## config.mk

```make
export PLATFORM = sky130hd
export DESIGN_NAME = onchip_mem_stream_master_flat
export DESIGN_NICKNAME = d
export VERILOG_FILES = /design/src/rtl/onchip_mem_stream_master_if.sv /design/src/rtl/onchip_mem_stream_master.sv /design/src/flat_wrapper.sv
export SDC_FILE = /design/constraint.sdc
export NUM_CORES = 1
export LEC_CHECK = 0
export ABC_AREA = 0
export CORE_UTILIZATION = 52
export DETAILED_ROUTE_END_ITERATION = 6
export PLACE_DENSITY = 0.8
export SETUP_SLACK_MARGIN = 0.2
export SLEW_MARGIN = 0
export SYNTH_ARGS = -nofsm -noshare
export SYNTH_HDL_FRONTEND = slang
export SYNTH_SLANG_ARGS = --single-unit
```

## constraint.sdc

```tcl
create_clock -name clk -period 3.09 [get_ports clk]
set_clock_uncertainty 0.2 [all_clocks]
set_input_delay 0.7725 -clock clk [delete_from_list [all_inputs] [get_ports clk]]
set_output_delay 0.7725 -clock clk [all_outputs]
set_load 0.01 [all_outputs]
```

## src/rtl/onchip_mem_stream_master_if.sv

```systemverilog
// Command, Avalon-MM master and word-stream signals of the
// on-chip memory stream master.
interface onchip_mem_stream_master_if #(
  parameter int ADDR_W = 13,
  parameter int LEN_W  = 14
);
  logic              cmd_valid;
  logic              cmd_ready;
  logic              cmd_write;
  logic [ADDR_W-1:0] cmd_addr;
  logic [LEN_W-1:0]  cmd_len;
  logic              busy;
  logic              done;
  logic [ADDR_W+1:0] avm_address;
  logic              avm_read;
  logic              avm_write;
  logic [31:0]       avm_writedata;
  logic [3:0]        avm_byteenable;
  logic              avm_waitrequest;
  logic [31:0]       avm_readdata;
  logic              avm_readdatavalid;
  logic [31:0]       snk_data;
  logic              snk_valid;
  logic              snk_ready;
  logic [31:0]       src_data;
  logic              src_valid;
  logic              src_ready;

  modport master (
    input  cmd_valid, cmd_write, cmd_addr, cmd_len,
    input  avm_waitrequest, avm_readdata,
    input  avm_readdatavalid,
    input  snk_data, snk_valid, src_ready,
    output cmd_ready, busy, done,
    output avm_address, avm_read, avm_write,
    output avm_writedata, avm_byteenable,
    output snk_ready, src_data, src_valid
  );

  modport slave (
    output cmd_valid, cmd_write, cmd_addr, cmd_len,
    output avm_waitrequest, avm_readdata,
    output avm_readdatavalid,
    output snk_data, snk_valid, src_ready,
    input  cmd_ready, busy, done,
    input  avm_address, avm_read, avm_write,
    input  avm_writedata, avm_byteenable,
    input  snk_ready, src_data, src_valid
  );
endinterface

```

## src/rtl/onchip_mem_stream_master.sv

```systemverilog
// Avalon-MM master moving words between a valid/ready stream
// and the on-chip memory, with a credit-limited read FIFO.
module onchip_mem_stream_master #(
  parameter int ADDR_W  = 13,
  parameter int LEN_W   = 14,
  parameter int MAX_OUT = 4
) (
  input logic clk,
  input logic reset_n,
  onchip_mem_stream_master_if.master bus
);
  localparam int PW = $clog2(MAX_OUT);
  localparam int CW = $clog2(MAX_OUT + 1);
  localparam int SW = CW + 1;

  typedef enum logic [1:0] {
    IDLE, WRITE, READ, DRAIN
  } state_t;

  state_t state, state_nx;

  logic [ADDR_W-1:0] bus_addr;
  logic [ADDR_W-1:0] load_addr;
  logic [LEN_W-1:0]  rem_q;
  logic [CW-1:0]     outst_q;
  logic [CW-1:0]     cnt_q;
  logic [PW-1:0]     wr_ptr;
  logic [PW-1:0]     rd_ptr;
  logic [31:0]       fifo [MAX_OUT];
  logic [31:0]       wdata_q;
  logic              wr_q;
  logic              done_q;
  logic              done_nx;
  logic [SW-1:0]     inflight;

  logic accept, snk_fire, wr_fire, rd_fire;
  logic push, pop, credit, last;

  assign accept   = bus.cmd_valid & bus.cmd_ready;
  assign snk_fire = bus.snk_valid & bus.snk_ready;
  assign wr_fire  = wr_q & ~bus.avm_waitrequest;
  assign rd_fire  = bus.avm_read & ~bus.avm_waitrequest;
  // stray readdatavalid with nothing outstanding is dropped
  assign push     = bus.avm_readdatavalid
                  & (outst_q != '0);
  assign pop      = bus.src_valid & bus.src_ready;
  assign last     = rem_q == LEN_W'(1);
  assign inflight = SW'(outst_q) + SW'(cnt_q);
  assign credit   = inflight < SW'(MAX_OUT);

  // done_q gates cmd_ready so completion and acceptance never overlap
  assign bus.cmd_ready      = (state == IDLE) & ~done_q;
  assign bus.busy           = state != IDLE;
  assign bus.done           = done_q;
  assign bus.avm_address    = {bus_addr, 2'b00};
  assign bus.avm_write      = wr_q;
  assign bus.avm_writedata  = wdata_q;
  assign bus.avm_byteenable = 4'hF;
  assign bus.avm_read       = (state == READ)
                            & (rem_q != '0) & credit;
  assign bus.snk_ready      = (state == WRITE)
                            & (~wr_q
                            | (~bus.avm_waitrequest & ~last));
  assign bus.src_valid      = cnt_q != '0;
  assign bus.src_data       = bus.src_valid
                            ? fifo[rd_ptr] : '0;

  always_ff @(posedge clk or negedge reset_n) begin
    if (!reset_n) begin
      state <= IDLE;
    end else begin
      state <= state_nx;
    end
  end

  always_comb begin
    state_nx = state;
    done_nx  = 1'b0;
    unique case (state)
      IDLE: begin
        if (accept) begin
          if (bus.cmd_len == '0) begin
            done_nx = 1'b1;
          end else if (bus.cmd_write) begin
            state_nx = WRITE;
          end else begin
            state_nx = READ;
          end
        end
      end
      WRITE: begin
        if (wr_fire && last) begin
          state_nx = IDLE;
          done_nx  = 1'b1;
        end
      end
      READ: begin
        if (rd_fire && last) begin
          state_nx = DRAIN;
        end
      end
      DRAIN: begin
        if (outst_q == '0 && cnt_q == '0) begin
          state_nx = IDLE;
          done_nx  = 1'b1;
        end
      end
      default: state_nx = IDLE;
    endcase
  end

  always_ff @(posedge clk or negedge reset_n) begin
    if (!reset_n) begin
      done_q    <= 1'b0;
      wr_q      <= 1'b0;
      wdata_q   <= '0;
      bus_addr  <= '0;
      load_addr <= '0;
      rem_q     <= '0;
      outst_q   <= '0;
      cnt_q     <= '0;
      wr_ptr    <= '0;
      rd_ptr    <= '0;
    end else begin
      done_q <= done_nx;
      if (accept) begin
        bus_addr  <= bus.cmd_addr;
        load_addr <= bus.cmd_addr;
        rem_q     <= bus.cmd_len;
      end
      if (wr_fire) begin
        wr_q  <= 1'b0;
        rem_q <= rem_q - LEN_W'(1);
      end
      if (snk_fire) begin
        wr_q      <= 1'b1;
        wdata_q   <= bus.snk_data;
        bus_addr  <= load_addr;
        load_addr <= load_addr + ADDR_W'(1);
      end
      if (rd_fire) begin
        rem_q    <= rem_q - LEN_W'(1);
        bus_addr <= bus_addr + ADDR_W'(1);
      end
      outst_q <= outst_q + CW'(rd_fire) - CW'(push);
      cnt_q   <= cnt_q + CW'(push) - CW'(pop);
      if (push) wr_ptr <= wr_ptr + PW'(1);
      if (pop)  rd_ptr <= rd_ptr + PW'(1);
    end
  end

  always_ff @(posedge clk) begin
    if (push) fifo[wr_ptr] <= bus.avm_readdata;
  end
endmodule

```

## src/flat_wrapper.sv

```systemverilog
// flat-port wrapper written by rule: the top's interface ports become plain ports
module onchip_mem_stream_master_flat 
#(
  parameter int ADDR_W  = 13,
  parameter int LEN_W   = 14,
  parameter int MAX_OUT = 4
)
  (clk, reset_n, bus_cmd_valid, bus_cmd_write, bus_cmd_addr, bus_cmd_len, bus_avm_waitrequest, bus_avm_readdata, bus_avm_readdatavalid, bus_snk_data, bus_snk_valid, bus_src_ready, bus_cmd_ready, bus_busy, bus_done, bus_avm_address, bus_avm_read, bus_avm_write, bus_avm_writedata, bus_avm_byteenable, bus_snk_ready, bus_src_data, bus_src_valid);
  onchip_mem_stream_master_if #(.ADDR_W(ADDR_W), .LEN_W(LEN_W)) bus_i ();
  input logic clk;
  input logic reset_n;
  input wire logic [$bits(bus_i.cmd_valid)-1:0] bus_cmd_valid;
  input wire logic [$bits(bus_i.cmd_write)-1:0] bus_cmd_write;
  input wire logic [$bits(bus_i.cmd_addr)-1:0] bus_cmd_addr;
  input wire logic [$bits(bus_i.cmd_len)-1:0] bus_cmd_len;
  input wire logic [$bits(bus_i.avm_waitrequest)-1:0] bus_avm_waitrequest;
  input wire logic [$bits(bus_i.avm_readdata)-1:0] bus_avm_readdata;
  input wire logic [$bits(bus_i.avm_readdatavalid)-1:0] bus_avm_readdatavalid;
  input wire logic [$bits(bus_i.snk_data)-1:0] bus_snk_data;
  input wire logic [$bits(bus_i.snk_valid)-1:0] bus_snk_valid;
  input wire logic [$bits(bus_i.src_ready)-1:0] bus_src_ready;
  output wire logic [$bits(bus_i.cmd_ready)-1:0] bus_cmd_ready;
  output wire logic [$bits(bus_i.busy)-1:0] bus_busy;
  output wire logic [$bits(bus_i.done)-1:0] bus_done;
  output wire logic [$bits(bus_i.avm_address)-1:0] bus_avm_address;
  output wire logic [$bits(bus_i.avm_read)-1:0] bus_avm_read;
  output wire logic [$bits(bus_i.avm_write)-1:0] bus_avm_write;
  output wire logic [$bits(bus_i.avm_writedata)-1:0] bus_avm_writedata;
  output wire logic [$bits(bus_i.avm_byteenable)-1:0] bus_avm_byteenable;
  output wire logic [$bits(bus_i.snk_ready)-1:0] bus_snk_ready;
  output wire logic [$bits(bus_i.src_data)-1:0] bus_src_data;
  output wire logic [$bits(bus_i.src_valid)-1:0] bus_src_valid;
  assign bus_i.cmd_valid = bus_cmd_valid;
  assign bus_i.cmd_write = bus_cmd_write;
  assign bus_i.cmd_addr = bus_cmd_addr;
  assign bus_i.cmd_len = bus_cmd_len;
  assign bus_i.avm_waitrequest = bus_avm_waitrequest;
  assign bus_i.avm_readdata = bus_avm_readdata;
  assign bus_i.avm_readdatavalid = bus_avm_readdatavalid;
  assign bus_i.snk_data = bus_snk_data;
  assign bus_i.snk_valid = bus_snk_valid;
  assign bus_i.src_ready = bus_src_ready;
  assign bus_cmd_ready = bus_i.cmd_ready;
  assign bus_busy = bus_i.busy;
  assign bus_done = bus_i.done;
  assign bus_avm_address = bus_i.avm_address;
  assign bus_avm_read = bus_i.avm_read;
  assign bus_avm_write = bus_i.avm_write;
  assign bus_avm_writedata = bus_i.avm_writedata;
  assign bus_avm_byteenable = bus_i.avm_byteenable;
  assign bus_snk_ready = bus_i.snk_ready;
  assign bus_src_data = bus_i.src_data;
  assign bus_src_valid = bus_i.src_valid;
  onchip_mem_stream_master #(.ADDR_W(ADDR_W), .LEN_W(LEN_W), .MAX_OUT(MAX_OUT)) u_core (.clk(clk), .reset_n(reset_n), .bus(bus_i));
endmodule
```

==> results of run 1 <==
==> metrics by stage <==
| stage | instances | utilization |
|---|---|---|
| 2_1_floorplan | 730 | - |
| 3_3_place_gp | 1131 | 0.6542 |
| 3_5_place_dp | 1131 | 0.6542 |
| 4_1_cts | 1195 | 0.7196 |
| 5_1_grt | 1201 | 0.7298 |
| 6_report | 1201 | 0.7298 |
==> worst max path at each step <==
stage                              from               end  slack, ns  depth (start not counted)
CTS                    u_core.rd_ptr[0]  bus_src_data[20]      -0.05                          7
global placement    bus_avm_waitrequest     bus_snk_ready       0.08                          4
floorplan              u_core.rd_ptr[0]  bus_src_data[10]       0.47                          4
detailed placement  bus_avm_waitrequest     bus_snk_ready       0.09                          4
global route           u_core.rd_ptr[0]  bus_src_data[20]       -0.1                          7
finish                 u_core.rd_ptr[0]  bus_src_data[20]      -0.05                          7
==> kinds of logic (layout without fill, tap and decap cells) <==
group | after synthesis | after routing | share of synthesized area
XOR/XNOR | 9 | 9 | 0.008280
buffers and inverters | 58 | 300 | 0.02983
AO/OA/AOI/OAI | 99 | 99 | 0.07465
other | 2 | 6 | 0.0007888
adder cells (fa/ha/maj) | 17 | 17 | 0.02392
AND/OR/NAND/NOR | 292 | 292 | 0.1538
flip-flops | 214 | 214 | 0.6298
multiplexers | 35 | 35 | 0.07899
==> timing repair <==
action | CTS | global route
cloned | 3 | 0
setup buffers | 19 | 6
gates resized for setup | 166 | 40
setup endpoints to repair | 36 | 37
hold buffers | 0 | 0
pin swaps | 5 | 6
hold endpoints to repair | 0 | 0
==> flip-flops by register name, summed over array words and instances (netlist names) <==
| register | flops |
|---|---|
| u_core.wr_ptr | 2 |
| u_core.fifo | 128 |
| u_core.outst_q | 3 |
| u_core.bus.done | 1 |
| u_core.bus.avm_write | 1 |
| u_core.rd_ptr | 2 |
| u_core.state | 2 |
| u_core.load_addr | 13 |
| u_core.bus.avm_writedata | 32 |
| u_core.cnt_q | 3 |
| u_core.bus_addr | 13 |
| u_core.rem_q | 14 |
==> power by group <==
| part | switching (mW) | leakage (nW) | internal (mW) |
|---|---|---|---|
| Combinational | 2.60 | 2.52 | 3.17 |
| Clock | 1.20 | 0.428 | 2.01 |
| Sequential | 0.670 | 2.19 | 3.96 |
| Total | 4.47 | 5.14 | 9.14 |
==> worst max-delay path: stages, from the launching register on <==
cell,delay [ns]
dfrtp_2,0.45
buf_6,0.15
buf_12,0.12
buf_16,0.12
buf_6,0.11
mux4_2,0.41
and2_4,0.17
buf_6,0.11
==> area by class of cell <==
class,instances,area (sq um)
sequential,214,6005
fill,1135,4853
multi-input combinational,458,3397
timing repair buffer,240,2461
clock buffer,29,648.1
tap,229,286.5
clock inverter,13,245.2
inverter,18,67.56
==> per-layer routing <==
layer / part of all wire / GRT usage / up-vias
met4: 0.022 / 0.07204 / 2
met1: 0.38 / 0.3085 / 3444
met3: 0.090 / 0.06954 / 43
met5: 0.00038 / 0 / -
li1: - / - / 3149
met2: 0.51 / 0.4318 / 320
==> layout by cell type, fill, tap and decap left out, types with 11 or more instances in the layout <==
cell	Yosys	routed
clkdlybuf4s50_1	0	144
nand2_1	132	132
edfxtp_1	128	128
dfrtp_1	86	79
buf_4	9	36
mux4_2	32	32
nand3_1	27	26
and2_4	0	23
a21oi_1	23	23
clkbuf_16	0	23
buf_6	2	23
nor2_1	23	22
inv_1	18	18
and2_1	41	17
ha_1	15	14
nand4_1	12	12
o21ai_0	12	11
==> results.py, run 1 <==
metrics = {
    "grt": {
        "grt.total_usage": 0.2508,
        "grt_overflow_total": 0,
        "grt_pass1_vias": 6908,
        "antenna_found_initial": 1,
        "grt_max_degree": 43,
        "grt_pass1_wl_mm": 36.01,
    },
    "placed_design": {
        "dpl.hpwl_mm": 14.54,
        "pre_cts_slack_ns": 0.09272,
        "placed_area_sq_um": 11750,
        "io_buffers": 182,
        "place.gp.congestion": 0.8858,
    },
    "power": {
        "p_leak_nw": 5.137,
        "power.density_nw_per_um2": 1038,
        "peakVddDrop_mv": 0.8288,
        "design_power_total_mw": 13.61,
    },
    "setup_path": {
        "crit_arrival_ns": 2.17,
        "endpoint_kind": "output port",
        "worst_r2r_path_depth": 10,
        "crit_path_max_fanout": 4,
        "worst_ep_required_time_ns": 2.12,
        "r2r_start": "u_core.cnt_q[0]",
        "worstSetupPathType": "flip-flop to output port",
        "r2r_slack_ns": 0.28,
        "r2r_end": "u_core.cnt_q[2]",
        "critPathLaunchType": "flip-flop",
    },
    "clock_network": {
        "path_clk_slew_ns": 0.06,
        "h-tree-depth": 1,
        "clk-insertion-delay-late_ns": 0.53,
        "clock_sinks": 214,
        "cts-root-buf": "clkbuf_16",
        "cts_buffers": 23,
        "cts_buffer_depth": 3,
        "cts_tree": "yes",
    },
    "yosys": {
        "yosysWarnings": 0,
        "syn_area_sq_um": 9520,
        "synthFlopType": "edfxtp_1",
        "synth_area_leaders": "edfxtp_1 40%, dfrtp_1 23%, mux4_2 7.6%",
        "syn_inst": 726,
        "ys_seq_area_frac": 0.6298,
        "synth.most_common_cell": "nand2_1",
        "synth_largest_area_cell": "edfxtp_1",
        "synth_top_cell_area_share": 0.4037,
        "ys_top_cells_by_count": "132 x nand2_1, 128 x edfxtp_1, 86 x dfrtp_1, 41 x and2_1, 32 x mux4_2",
        "synth-edff-count": 128,
        "ys_ff_latch": 214,
        "yosysUniqueCellTypes": 68,
        "synthArstFlopShare": 0.4019,
        "synth_area_per_cell_sq_um": 13.11,
    },
    "sta": {
        "worst_slack_ns": -0.05023,
        "hold_ws_ns": 0.04110,
        "period_needed_ns": 3.140,
        "final.setup.tns_ns": -0.1260,
        "slew_viol_final": 0,
        "maxSlewHeadroom": 0.5615,
        "min_period_over_period": 1.016,
        "max_freq_ghz": 0.3184,
        "rsz0062_at_grt": "true",
        "hold_viol": 0,
        "tightest_slew_ns": 0.6554,
        "setup_viol": 11,
    },
    "die": {
        "die_area_sq_um": 18850,
        "fp.coreArea_sq_um": 17960,
        "initial_core_util": 0.5300,
        "boundaryPins": 189,
        "rows": 49,
        "die_h_um": 137.3,
        "die_w_um": 137.3,
    },
    "layout": {
        "design_area_sq_um": 13110,
        "fin_nets": 1071,
        "drive_gt1_frac": 0.2325,
        "area_growth_pct": 37.71,
        "diodes": 0,
    },
    "route": {
        "firstDrtPassIters": 5,
        "drtIter0Drc": 595,
        "dr_total_vias": 6958,
        "wire_per_inst_um": 19.71,
        "drc": 0,
        "routed_wl_mm": 23.67,
        "viasPerCell": 5.794,
        "antenna_left": 0,
    },
    "outcome": {
        "violations": "setup timing",
        "status": "finished, violations left",
    },
    "job": {
        "maxCapViolCount": 0,
    },
    "hold_path": {
        "hold_path_class": "primary input to asynchronous set/reset pin",
    },
}
Note: power is estimated with default switching activity, not from simulation.
==> run 2: changes to the inputs <==
--- a/config.mk
+++ b/config.mk
@@ -8,6 +8,7 @@
 export ABC_AREA = 0
 export CORE_UTILIZATION = 52
 export DETAILED_ROUTE_END_ITERATION = 6
+export GPL_TIMING_DRIVEN = 0
 export PLACE_DENSITY = 0.8
 export SETUP_SLACK_MARGIN = 0.2
 export SLEW_MARGIN = 0
==> results.py, run 2 (synthesis results as in run 1) <==
metrics = {
    "clock_network": {
        "path_clk_slew_ns": 0.06,
        "cts_buffers": 23,
        "cts-root-buf": "clkbuf_16",
        "h-tree-depth": 1,
        "clock_sinks": 214,
        "clk-insertion-delay-late_ns": 0.51,
        "cts_tree": "yes",
        "cts_buffer_depth": 3,
        "ctsHoldBuffers": 0,
    },
    "sta": {
        "setup_viol": 2,
        "rsz0062_at_grt": "true",
        "min_period_over_period": 1.002,
        "slew_viol_final": 0,
        "max_freq_ghz": 0.3230,
        "period_needed_ns": 3.096,
        "hold_viol": 0,
        "tightest_slew_ns": 0.8877,
        "maxSlewHeadroom": 0.4082,
        "worst_slack_ns": -0.005897,
    },
    "route": {
        "drc": 0,
        "routed_wl_mm": 25.02,
        "firstDrtPassIters": 5,
        "antenna_left": 0,
        "dr_total_vias": 7037,
        "wire_per_inst_um": 20.43,
        "drtIter0Drc": 532,
        "viasPerCell": 5.744,
    },
    "layout": {
        "top_register": "u_core.fifo",
        "area_growth_pct": 36.65,
        "mostFrequentLayoutCell": "clkdlybuf4s50_1",
        "drive_gt1_frac": 0.2470,
        "diodes": 0,
        "multiInputGateArea_sq_um": 3408,
        "largest_reg_flops": 128,
        "fin_cells": 1225,
        "fillCellCount": 1124,
        "final_cell_mix": "146 x clkdlybuf4s50_1, 131 x nand2_1, 128 x edfxtp_1",
        "seqCellArea_sq_um": 6003,
        "fin_nets": 1097,
    },
    "die": {
        "die_w_um": 137.3,
        "fp.coreArea_sq_um": 17960,
        "rows": 49,
        "die_h_um": 137.3,
        "die_area_sq_um": 18850,
        "initial_core_util": 0.5300,
        "boundaryPins": 189,
    },
    "grt": {
        "grt.total_usage": 0.2653,
        "antenna_found_initial": 1,
        "grt_overflow_total": 0,
        "grt_max_degree": 48,
        "grt_pass1_vias": 7112,
        "grt_pass1_wl_mm": 37.63,
    },
    "power": {
        "design_power_total_mw": 13.16,
        "p_leak_nw": 5.147,
        "p_sw_frac": 0.3389,
        "p_seq_frac": 0.354,
        "peakVddDrop_mv": 0.8630,
        "combPwrFrac": 0.454,
        "netSwitchingPower_mw": 4.458,
        "clkPwrFrac": 0.191,
        "power.density_nw_per_um2": 1011,
        "internal_power_mw": 8.697,
    },
    "outcome": {
        "status": "finished, violations left",
        "violations": "setup timing",
    },
    "setup_path": {
        "endpoint_kind": "output port",
        "crit_path_max_fanout": 5,
        "worst_ep_required_time_ns": 2.12,
        "crit_arrival_ns": 2.12,
        "critPathLaunchType": "flip-flop",
        "worstSetupPathType": "flip-flop to output port",
    },
    "placed_design": {
        "dpl.hpwl_mm": 15.17,
        "io_buffers": 182,
        "placed_cells": 1142,
        "place.gp.congestion": 0.8817,
    },
    "job": {
        "maxCapViolCount": 0,
    },
    "hold_path": {
        "hold_path_class": "primary input to asynchronous set/reset pin",
    },
}
==> run 2: repair_timing <==
item                                   4_1_cts  5_1_grt
setup endpoints to repair                   36       36
resized for setup                          220       34
pin swaps                                   17        9
endpoints found under the hold margin        0        0
gates cloned                                 2        0
setup buffers                               30       11
==> run 2: critical path, cell delays in order (launching register included) <==
cell,delay (ns)
dfrtp_1,0.40
buf_8,0.14
buf_12,0.13
buf_12,0.12
buf_16,0.13
mux4_2,0.42
and2_4,0.18
buf_6,0.11
==> run 2: area by class of cell <==
type | instances | share of cell area
Buffer | 40 | 0.02327
Clock buffer | 34 | 0.04972
Clock inverter | 6 | 0.002693
Inverter | 18 | 0.005193
Multi-Input combinational cell | 458 | 0.2620
Sequential cell | 214 | 0.4614
Tap cell | 229 | 0.02202
Timing Repair Buffer | 226 | 0.1737
==> run 2: metal layers <==
layer | wire [um] | vias up | GRT usage
li1 | - | 3183 | -
met1 | 9447 | 3409 | 0.3229
met2 | 12620 | 392 | 0.4613
met3 | 2271 | 51 | 0.06954
met4 | 670 | 2 | 0.08242
met5 | 9 | - | 0
==> run 2: power by group through the flow <==
stage	Clock, mW	Combinational, mW	Sequential, mW
2_1_floorplan	0	2.75	4.60
3_3_place_gp	0	4.88	4.59
3_5_place_dp	0	4.99	4.62
4_1_cts	2.53	5.66	4.61
5_1_grt	2.64	6.47	4.74
6_report	2.52	5.98	4.66
==> run 2: path summary, 6_finish.rpt <==
kind	from	to	slack, ns	cells after the start
max	u_core.rd_ptr[0]	bus_src_data[10]	-0.006	7
min	reset_n	u_core.load_addr[10]	0.06	1
max reg2reg	u_core.rem_q[10]	u_core.outst_q[2]	0.39	9
min reg2reg	u_core.bus.avm_writedata[19]	u_core.bus.avm_writedata[19]	0.27	2
max in group asynchronous	reset_n	u_core.bus.avm_writedata[25]	2.00	2
min in group clk	u_core.bus.avm_writedata[19]	u_core.bus.avm_writedata[19]	0.27	2
==> run 2: stage by stage <==
| stage | hold WS [ns] | worst slack [ns] | instance area, sq um | setup TNS (ns) | utilization |
|---|---|---|---|---|---|
| 5_1_grt | 0.09340 | -0.04391 | 13010 | -0.4843 | 0.7242 |
| 4_1_cts | 0.06720 | -0.008000 | 12840 | -0.01463 | 0.7148 |
| 3_5_place_dp | 0.2627 | -0.2503 | 11670 | -13.40 | 0.6499 |
| 3_3_place_gp | 0.2575 | -2.272 | 11640 | -278.59 | 0.6482 |
| 6_report | 0.06090 | -0.005897 | 13010 | -0.008615 | 0.7242 |
| 2_1_floorplan | 0.2640 | 0.4659 | 9535 | 0 | - |
